[src/rtl/truth_table_sequencer_pkg.sv]
// Shared constants, state encoding and helpers for the truth-table sequencer.
package truth_table_sequencer_pkg;

  localparam int unsigned DWELL_W = 8;
  localparam int unsigned IDX_W   = 4;
  localparam int unsigned TBL_W   = 16;

  localparam logic [TBL_W-1:0] GOLDEN_DEFAULT = 16'h77FF;

  localparam logic [1:0] ST_IDLE = 2'd0;
  localparam logic [1:0] ST_RUN  = 2'd1;
  localparam logic [1:0] ST_DONE = 2'd2;

  typedef struct packed {
    logic             pass;
    logic [IDX_W-1:0] fail_idx;
  } result_t;

  // Compare a captured table against the golden one; fail_idx is the lowest differing bit.
  function automatic result_t judge(input logic [TBL_W-1:0] tbl, input logic [TBL_W-1:0] gold);
    result_t          res;
    logic [TBL_W-1:0] diff;
    diff         = tbl ^ gold;
    res.pass     = (diff == '0);
    res.fail_idx = '0;
    for (int i = TBL_W - 1; i >= 0; i--) begin
      if (diff[i]) res.fail_idx = IDX_W'(i);
    end
    return res;
  endfunction

endpackage

[src/rtl/truth_table_sequencer_dwell_timer.sv]
// Dwell counter: counts cycles a vector is held, flags the terminal count.
module dwell_timer
  import truth_table_sequencer_pkg::*;
(
  input  logic               clk,
  input  logic               rst_n,
  input  logic               i_load,
  input  logic               i_en,
  input  logic [DWELL_W-1:0] i_term,
  output logic               o_tc_c
);

  logic [DWELL_W-1:0] r_cnt;

  assign o_tc_c = (r_cnt == i_term);

  always_ff @(posedge clk or negedge rst_n) begin
    if (!rst_n) begin
      r_cnt <= '0;
    end else if (i_load) begin
      r_cnt <= '0;
    end else if (i_en) begin
      r_cnt <= o_tc_c ? '0 : r_cnt + DWELL_W'(1);
    end
  end

endmodule

[src/rtl/truth_table_sequencer.sv]
// Sweeps a 4-input function through all 16 vectors, captures its truth table and checks it.
module truth_table_sequencer
  import truth_table_sequencer_pkg::*;
#(
  parameter int unsigned      DWELL  = 4,
  parameter logic [TBL_W-1:0] GOLDEN = GOLDEN_DEFAULT
) (
  input  logic             clk,
  input  logic             rst_n,
  input  logic             start,
  input  logic             abort,
  input  logic             fn_in,
  output logic [IDX_W-1:0] vec,
  output logic             busy,
  output logic             done,
  output logic             pass,
  output logic [TBL_W-1:0] table_q,
  output logic [IDX_W-1:0] fail_idx
);

  logic [1:0]       r_state;
  logic [IDX_W-1:0] r_index;
  logic [IDX_W-1:0] r_vec;
  logic             r_busy;
  logic             r_done;
  logic             r_pass;
  logic [TBL_W-1:0] r_table;
  logic [IDX_W-1:0] r_fail_idx;

  logic [1:0]       w_nxt_state;
  logic [IDX_W-1:0] w_nxt_index;
  logic [IDX_W-1:0] w_nxt_vec;
  logic             w_nxt_pass;
  logic [TBL_W-1:0] w_nxt_table;
  logic [IDX_W-1:0] w_nxt_fail_idx;
  logic             w_tc;
  logic             w_load;
  logic             w_en;
  result_t          w_result;

  // Counter stays cleared outside RUN so every sweep starts from zero.
  assign w_load = (r_state != ST_RUN);
  assign w_en   = (r_state == ST_RUN) && !abort;

  dwell_timer u_dwell_timer (
    .clk    (clk),
    .rst_n  (rst_n),
    .i_load (w_load),
    .i_en   (w_en),
    .i_term (DWELL_W'(DWELL - 1)),
    .o_tc_c (w_tc)
  );

  always_ff @(posedge clk or negedge rst_n) begin
    if (!rst_n) begin
      r_state    <= ST_IDLE;
      r_index    <= '0;
      r_vec      <= '0;
      r_busy     <= 1'b0;
      r_done     <= 1'b0;
      r_pass     <= 1'b0;
      r_table    <= '0;
      r_fail_idx <= '0;
    end else begin
      r_state    <= w_nxt_state;
      r_index    <= w_nxt_index;
      r_vec      <= w_nxt_vec;
      r_busy     <= (w_nxt_state == ST_RUN);
      r_done     <= (w_nxt_state == ST_DONE);
      r_pass     <= w_nxt_pass;
      r_table    <= w_nxt_table;
      r_fail_idx <= w_nxt_fail_idx;
    end
  end

  always_comb begin
    w_nxt_state    = r_state;
    w_nxt_index    = r_index;
    w_nxt_vec      = '0;
    w_nxt_pass     = r_pass;
    w_nxt_table    = r_table;
    w_nxt_fail_idx = r_fail_idx;
    w_result       = '0;
    case (r_state)
      ST_IDLE: begin
        if (start && !abort) begin
          w_nxt_state = ST_RUN;
          w_nxt_index = '0;
          w_nxt_table = '0;
          w_nxt_pass  = 1'b0;
        end
      end
      ST_RUN: begin
        if (abort) begin
          w_nxt_state = ST_IDLE;
          w_nxt_pass  = 1'b0;
        end else begin
          w_nxt_vec = r_index;
          if (w_tc) begin
            w_nxt_table[r_index] = fn_in;
            // The final sample is judged together with the rest of the table.
            if (r_index == IDX_W'(TBL_W - 1)) begin
              w_result       = judge(w_nxt_table, GOLDEN);
              w_nxt_state    = ST_DONE;
              w_nxt_vec      = '0;
              w_nxt_pass     = w_result.pass;
              w_nxt_fail_idx = w_result.fail_idx;
            end else begin
              w_nxt_index = r_index + IDX_W'(1);
              w_nxt_vec   = r_index + IDX_W'(1);
            end
          end
        end
      end
      ST_DONE: begin
        w_nxt_state = ST_IDLE;
      end
      default: begin
        w_nxt_state = ST_IDLE;
      end
    endcase
  end

  assign vec      = r_vec;
  assign busy     = r_busy;
  assign done     = r_done;
  assign pass     = r_pass;
  assign table_q  = r_table;
  assign fail_idx = r_fail_idx;

endmodule

[config.mk]
export PLATFORM = sky130hd
export DESIGN_NAME = truth_table_sequencer
export DESIGN_NICKNAME = d
export VERILOG_FILES = /design/src/rtl/truth_table_sequencer_pkg.sv /design/src/rtl/truth_table_sequencer_dwell_timer.sv /design/src/rtl/truth_table_sequencer.sv
export SDC_FILE = /design/constraint.sdc
export NUM_CORES = 1
export LEC_CHECK = 0
export CORE_UTILIZATION = 40
export DETAILED_ROUTE_END_ITERATION = 8
export DONT_BUFFER_PORTS = 1
export HOLD_SLACK_MARGIN = 0.05
export SLEW_MARGIN = 25
export SYNTH_ARGS = -nofsm -noshare
export SYNTH_HDL_FRONTEND = slang
export SYNTH_SLANG_ARGS = --single-unit
[constraint.sdc]
create_clock -name clk -period 5.05 [get_ports clk]
set_input_delay 0.505 -clock clk [delete_from_list [all_inputs] [get_ports clk]]
set_output_delay 0.505 -clock clk [all_outputs]
set_load 0.05 [all_outputs]
==> impl_results.rst <==
.. list-table::
   :header-rows: 1

   * - Metric
     - Value
   * - Result of the run
     - finished, final reports clean
   * - Max Clk Rate
     - ~440 MHz
   * - Relative slew slack
     - between 50 and 60%
   * - Wire length after detailed routing
     - approximately 5000 um
   * - Share of the yosys chip area belonging to registers
     - between 40% and 50%
   * - Fin area
     - approximately 0.0025 mm2
   * - Detailed placement HPWL
     - 3500 um
   * - Aggregate global-route resource usage
     - a little under a fifth
   * - Vias
     - between 1500 and 2000
   * - Clock-pin slew reported for the worst setup and hold paths after clock tree synthesis
     - approximately 0.080 ns
   * - Total Power
     - 657 uW
   * - Data required time of the worst path
     - about 5.3 ns
   * - Aggregate global routing overflow
     - 0
   * - Beginning of the worst register-to-register path
     - r_index[0]$_DFFE_PN0P_
   * - Final number of hold-violating endpoints
     - 0
   * - Top-level I/O count
     - 32
   * - Total CTS buffers
     - 5
   * - CTS Buffer Depth
     - 2
   * - Number of distinct standard cells referenced by the synthesized netlist
     - 44
   * - Number of antenna violations at the first check in global routing
     - 0
   * - Minimum hold slack
     - 0.0454 ns
   * - Post-Synthesis Cell Area
     - ~0.0023 mm2
   * - Clock latency on the worst-skew pair
     - ~0.3 ns
   * - Via/cell ratio
     - roughly 5.6
   * - Via count of the first global-routing pass
     - roughly 1700
   * - Placed standard-cell area
     - 0.00234 mm2
   * - Synthesized area per cell
     - around 9.4 um2
   * - Cells traversed along the worst timing path
     - ha_1 > nand3_2 > mux2_2 > nor4_2 > and3_1 > nand2_1 > o21ai_1
   * - Setup Total Neg Slack
     - 0 ns
   * - Static leakage power
     - approximately 1.1 nW
   * - Post-layout minimum cycle time
     - between 2 and 2.5 ns
   * - Root Buffer Master
     - sky130_fd_sc_hd__clkbuf_8
   * - Ratio of final minimum period to clock period
     - 44.9%
   * - Most frequent cells after synthesis
     - sky130_fd_sc_hd__dfrtp_1 (41), sky130_fd_sc_hd__nand2_1 (29), sky130_fd_sc_hd__nor2_1 (26)
   * - Die area
     - between 0.006 and 0.007 mm2
   * - Worst Tran Pin Value
     - 0.708 ns
   * - Antenna Violating Nets Remaining
     - 0
   * - IR drop worst, VDD
     - approximately 140 uV
   * - Layout cells sized above 1
     - 9.05%
   * - Worst-case register-to-register setup slack
     - around 2.8 ns
   * - Reg-to-Reg End
     - pass$_DFFE_PN0P_
   * - Count of state elements after synthesis
     - between 40 and 50
   * - TritonCTS clock tree
     - yes
   * - Pwr Density
     - between 200 and 300 mW/mm2
   * - Worst Hold Class
     - in2async
   * - Final setup viols
     - 0
   * - Number of I/O port buffers
     - 0
   * - Initial DRT Pass Iterations
     - 5
   * - Routed wl met2
     - approximately 2400 um
   * - Die X-Extent
     - 78.1 um
   * - Net count of the mapped netlist
     - around 260
   * - Clock Sink Count
     - 41
   * - Routed length per instance
     - 16.2 um
   * - Area grow syn2layout
     - 6.86%
   * - Final Skew
     - between 0.006 and 0.007 ns
   * - Count of flip-flops with a built-in enable after synthesis
     - 0
   * - Maximum Capacitance Violations
     - 0
   * - Drt drc
     - 0
   * - Number of buffers inserted by post-CTS setup repair
     - 0
   * - Critical path start-end classification
     - reg2reg
   * - FILL cells
     - between 500 and 600
   * - Number of antenna repair diodes
     - 0
   * - Routed wire length on met3
     - 230 um
   * - Setup repair after global routing missed its margin
     - no
   * - WP data arrival
     - ~2.5 ns
   * - Placement row count
     - 27
   * - Critical path's top delay family
     - simple AND/OR/NAND/NOR gates
   * - Area leader, netlist
     - sky130_fd_sc_hd__dfrtp_1
   * - Total core area
     - ~0.0055 mm2
   * - Global-route wire length before repair
     - ~8600 um
   * - DR iter-0 viols
     - approximately 110
   * - Effective utilization at floorplan
     - 41.8%
   * - Most area-consuming cells after synthesis
     - sky130_fd_sc_hd__dfrtp_1 (44%), sky130_fd_sc_hd__mux2i_1 (5.6%), sky130_fd_sc_hd__nand2_1 (4.7%), sky130_fd_sc_hd__o21ai_0 (4.3%), sky130_fd_sc_hd__nor2_1 (4.2%)
   * - Most repeated cell in the gate-level netlist after synthesis
     - sky130_fd_sc_hd__dfrtp_1
   * - Cells after Synth
     - ~250
   * - Number of H-tree levels
     - 2
   * - Fraction of synthesized cell area taken by the top area cell type
     - between 40 and 50%
   * - Top layer in use
     - met4
   * - Number of buffer and inverter stages on the critical path
     - 0
   * - Yosys warns
     - 0
   * - Startpoint Class
     - flop
   * - Worst reg-to-reg path cell count
     - 7
   * - Slowest Stage Delay on Critical Path
     - about 0.48 ns
   * - Worst-path fanout max
     - 8
   * - Total routed wire length on the met1 layer
     - about 2400 um
   * - Pin count of the biggest net entering global routing
     - 42
   * - Total number of nets in the final design
     - between 200 and 300
   * - Endpoint type of the worst setup path
     - flop
   * - Cell with the largest stage delay on the worst path
     - sky130_fd_sc_hd__dfrtp_1
   * - Y dimension of the die
     - 78.1 um
   * - Async SR Flop Fraction
     - between 90% and 100%
   * - Routability-driven placement congestion ratio
     - 0.821
   * - Final Max Slew Viols
     - 0
   * - Post-CTS Resized
     - 0
   * - Top FF cell, synth
     - sky130_fd_sc_hd__dfrtp_1
## routing by layer
metal,GRT usage [%],vias up
li1,-,858
met1,25.2,854
met2,27.6,43
met3,3.95,10
met4,8.70,0
met5,0,-
## through the flow
step	std cells	worst slack (ns)	utilization, %
5_1_grt	315	2.65	44.6
6_report	315	2.78	44.6
3_3_place_gp	306	2.83	42.2
2_1_floorplan	246	3.11	-
3_5_place_dp	306	2.80	42.2
4_1_cts	315	2.78	44.6
## cell type report
type	instances	area (um2)	area share (%)
flip-flops and latches	41	1030	41.5
clock buffers	7	86.3	3.49
inverters	6	22.5	0.910
well taps	72	90.1	3.64
multi-input cells	186	1190	48.2
clock inverters	1	30.0	1.21
repair buffers	2	27.5	1.11
## cell usage in the layout, fill, tap and decap left out, types with 2 or more instances in the layout
cell,count
sky130_fd_sc_hd__a2111oi_0,2
sky130_fd_sc_hd__a21oi_1,10
sky130_fd_sc_hd__a31oi_1,2
sky130_fd_sc_hd__and3_1,5
sky130_fd_sc_hd__clkbuf_8,6
sky130_fd_sc_hd__dfrtp_1,41
sky130_fd_sc_hd__ha_1,5
sky130_fd_sc_hd__inv_1,6
sky130_fd_sc_hd__mux2_2,2
sky130_fd_sc_hd__mux2i_1,13
sky130_fd_sc_hd__mux2i_4,2
sky130_fd_sc_hd__nand2_1,29
sky130_fd_sc_hd__nand3_1,14
sky130_fd_sc_hd__nand3_2,3
sky130_fd_sc_hd__nand3b_1,7
sky130_fd_sc_hd__nor2_1,26
sky130_fd_sc_hd__nor2b_1,4
sky130_fd_sc_hd__nor3_1,7
sky130_fd_sc_hd__nor4_1,4
sky130_fd_sc_hd__o21ai_0,20
sky130_fd_sc_hd__o21ai_1,4
sky130_fd_sc_hd__o21bai_1,2
sky130_fd_sc_hd__o22a_1,2
sky130_fd_sc_hd__o31ai_1,2
sky130_fd_sc_hd__xnor2_1,4
sky130_fd_sc_hd__xor2_1,3
## logic make-up after synthesis
family	Yosys count	share of synthesized area, %
compound gates	50	13.1
xor+xnor	7	2.65
fa+ha+maj	5	2.70
buf+inv	19	4.22
flops	41	44.3
mux	17	8.54
simple gates	107	24.5
## where the power goes
group	switching (mW)	internal, mW
Combinational	0.0292	0.0138
Clock	0.113	0.161
Sequential	0.00789	0.332
## worst reg2reg max path, cell delays in order (launching register included)
cell and delay, ns:
sky130_fd_sc_hd__dfrtp_1 0.48, sky130_fd_sc_hd__ha_1 0.43, sky130_fd_sc_hd__nand3_2 0.21, sky130_fd_sc_hd__mux2_2 0.36, sky130_fd_sc_hd__nor4_2 0.30, sky130_fd_sc_hd__and3_1 0.23, sky130_fd_sc_hd__nand2_1 0.06, sky130_fd_sc_hd__o21ai_1 0.12
## how the worst max path moves through the flow
stage / start / slack, ns / end / depth (start not counted)
2_1_floorplan: r_index[0]$_DFFE_PN0P_ / 3.11 / pass$_DFFE_PN0P_ / 8
3_3_place_gp: r_index[0]$_DFFE_PN0P_ / 2.83 / pass$_DFFE_PN0P_ / 7
3_5_place_dp: r_index[0]$_DFFE_PN0P_ / 2.80 / pass$_DFFE_PN0P_ / 7
4_1_cts: r_index[0]$_DFFE_PN0P_ / 2.78 / pass$_DFFE_PN0P_ / 7
5_1_grt: r_index[0]$_DFFE_PN0P_ / 2.65 / pass$_DFFE_PN0P_ / 7
6_report: r_index[0]$_DFFE_PN0P_ / 2.78 / pass$_DFFE_PN0P_ / 7
## flip-flops by register name (all words and copies together) (netlist names), 2 cells and up
| name | flops |
|---|---|
| r_state | 2 |
| u_dwell_timer.r_cnt | 8 |
| table_q | 16 |
| fail_idx | 4 |
| r_index | 4 |
| vec | 4 |
## what timing repair did
action	CTS	global route
hold buffers	1	0
endpoints found under the hold margin	41	0
setup endpoints to repair	0	0
Power figures use the tool's default switching activity.
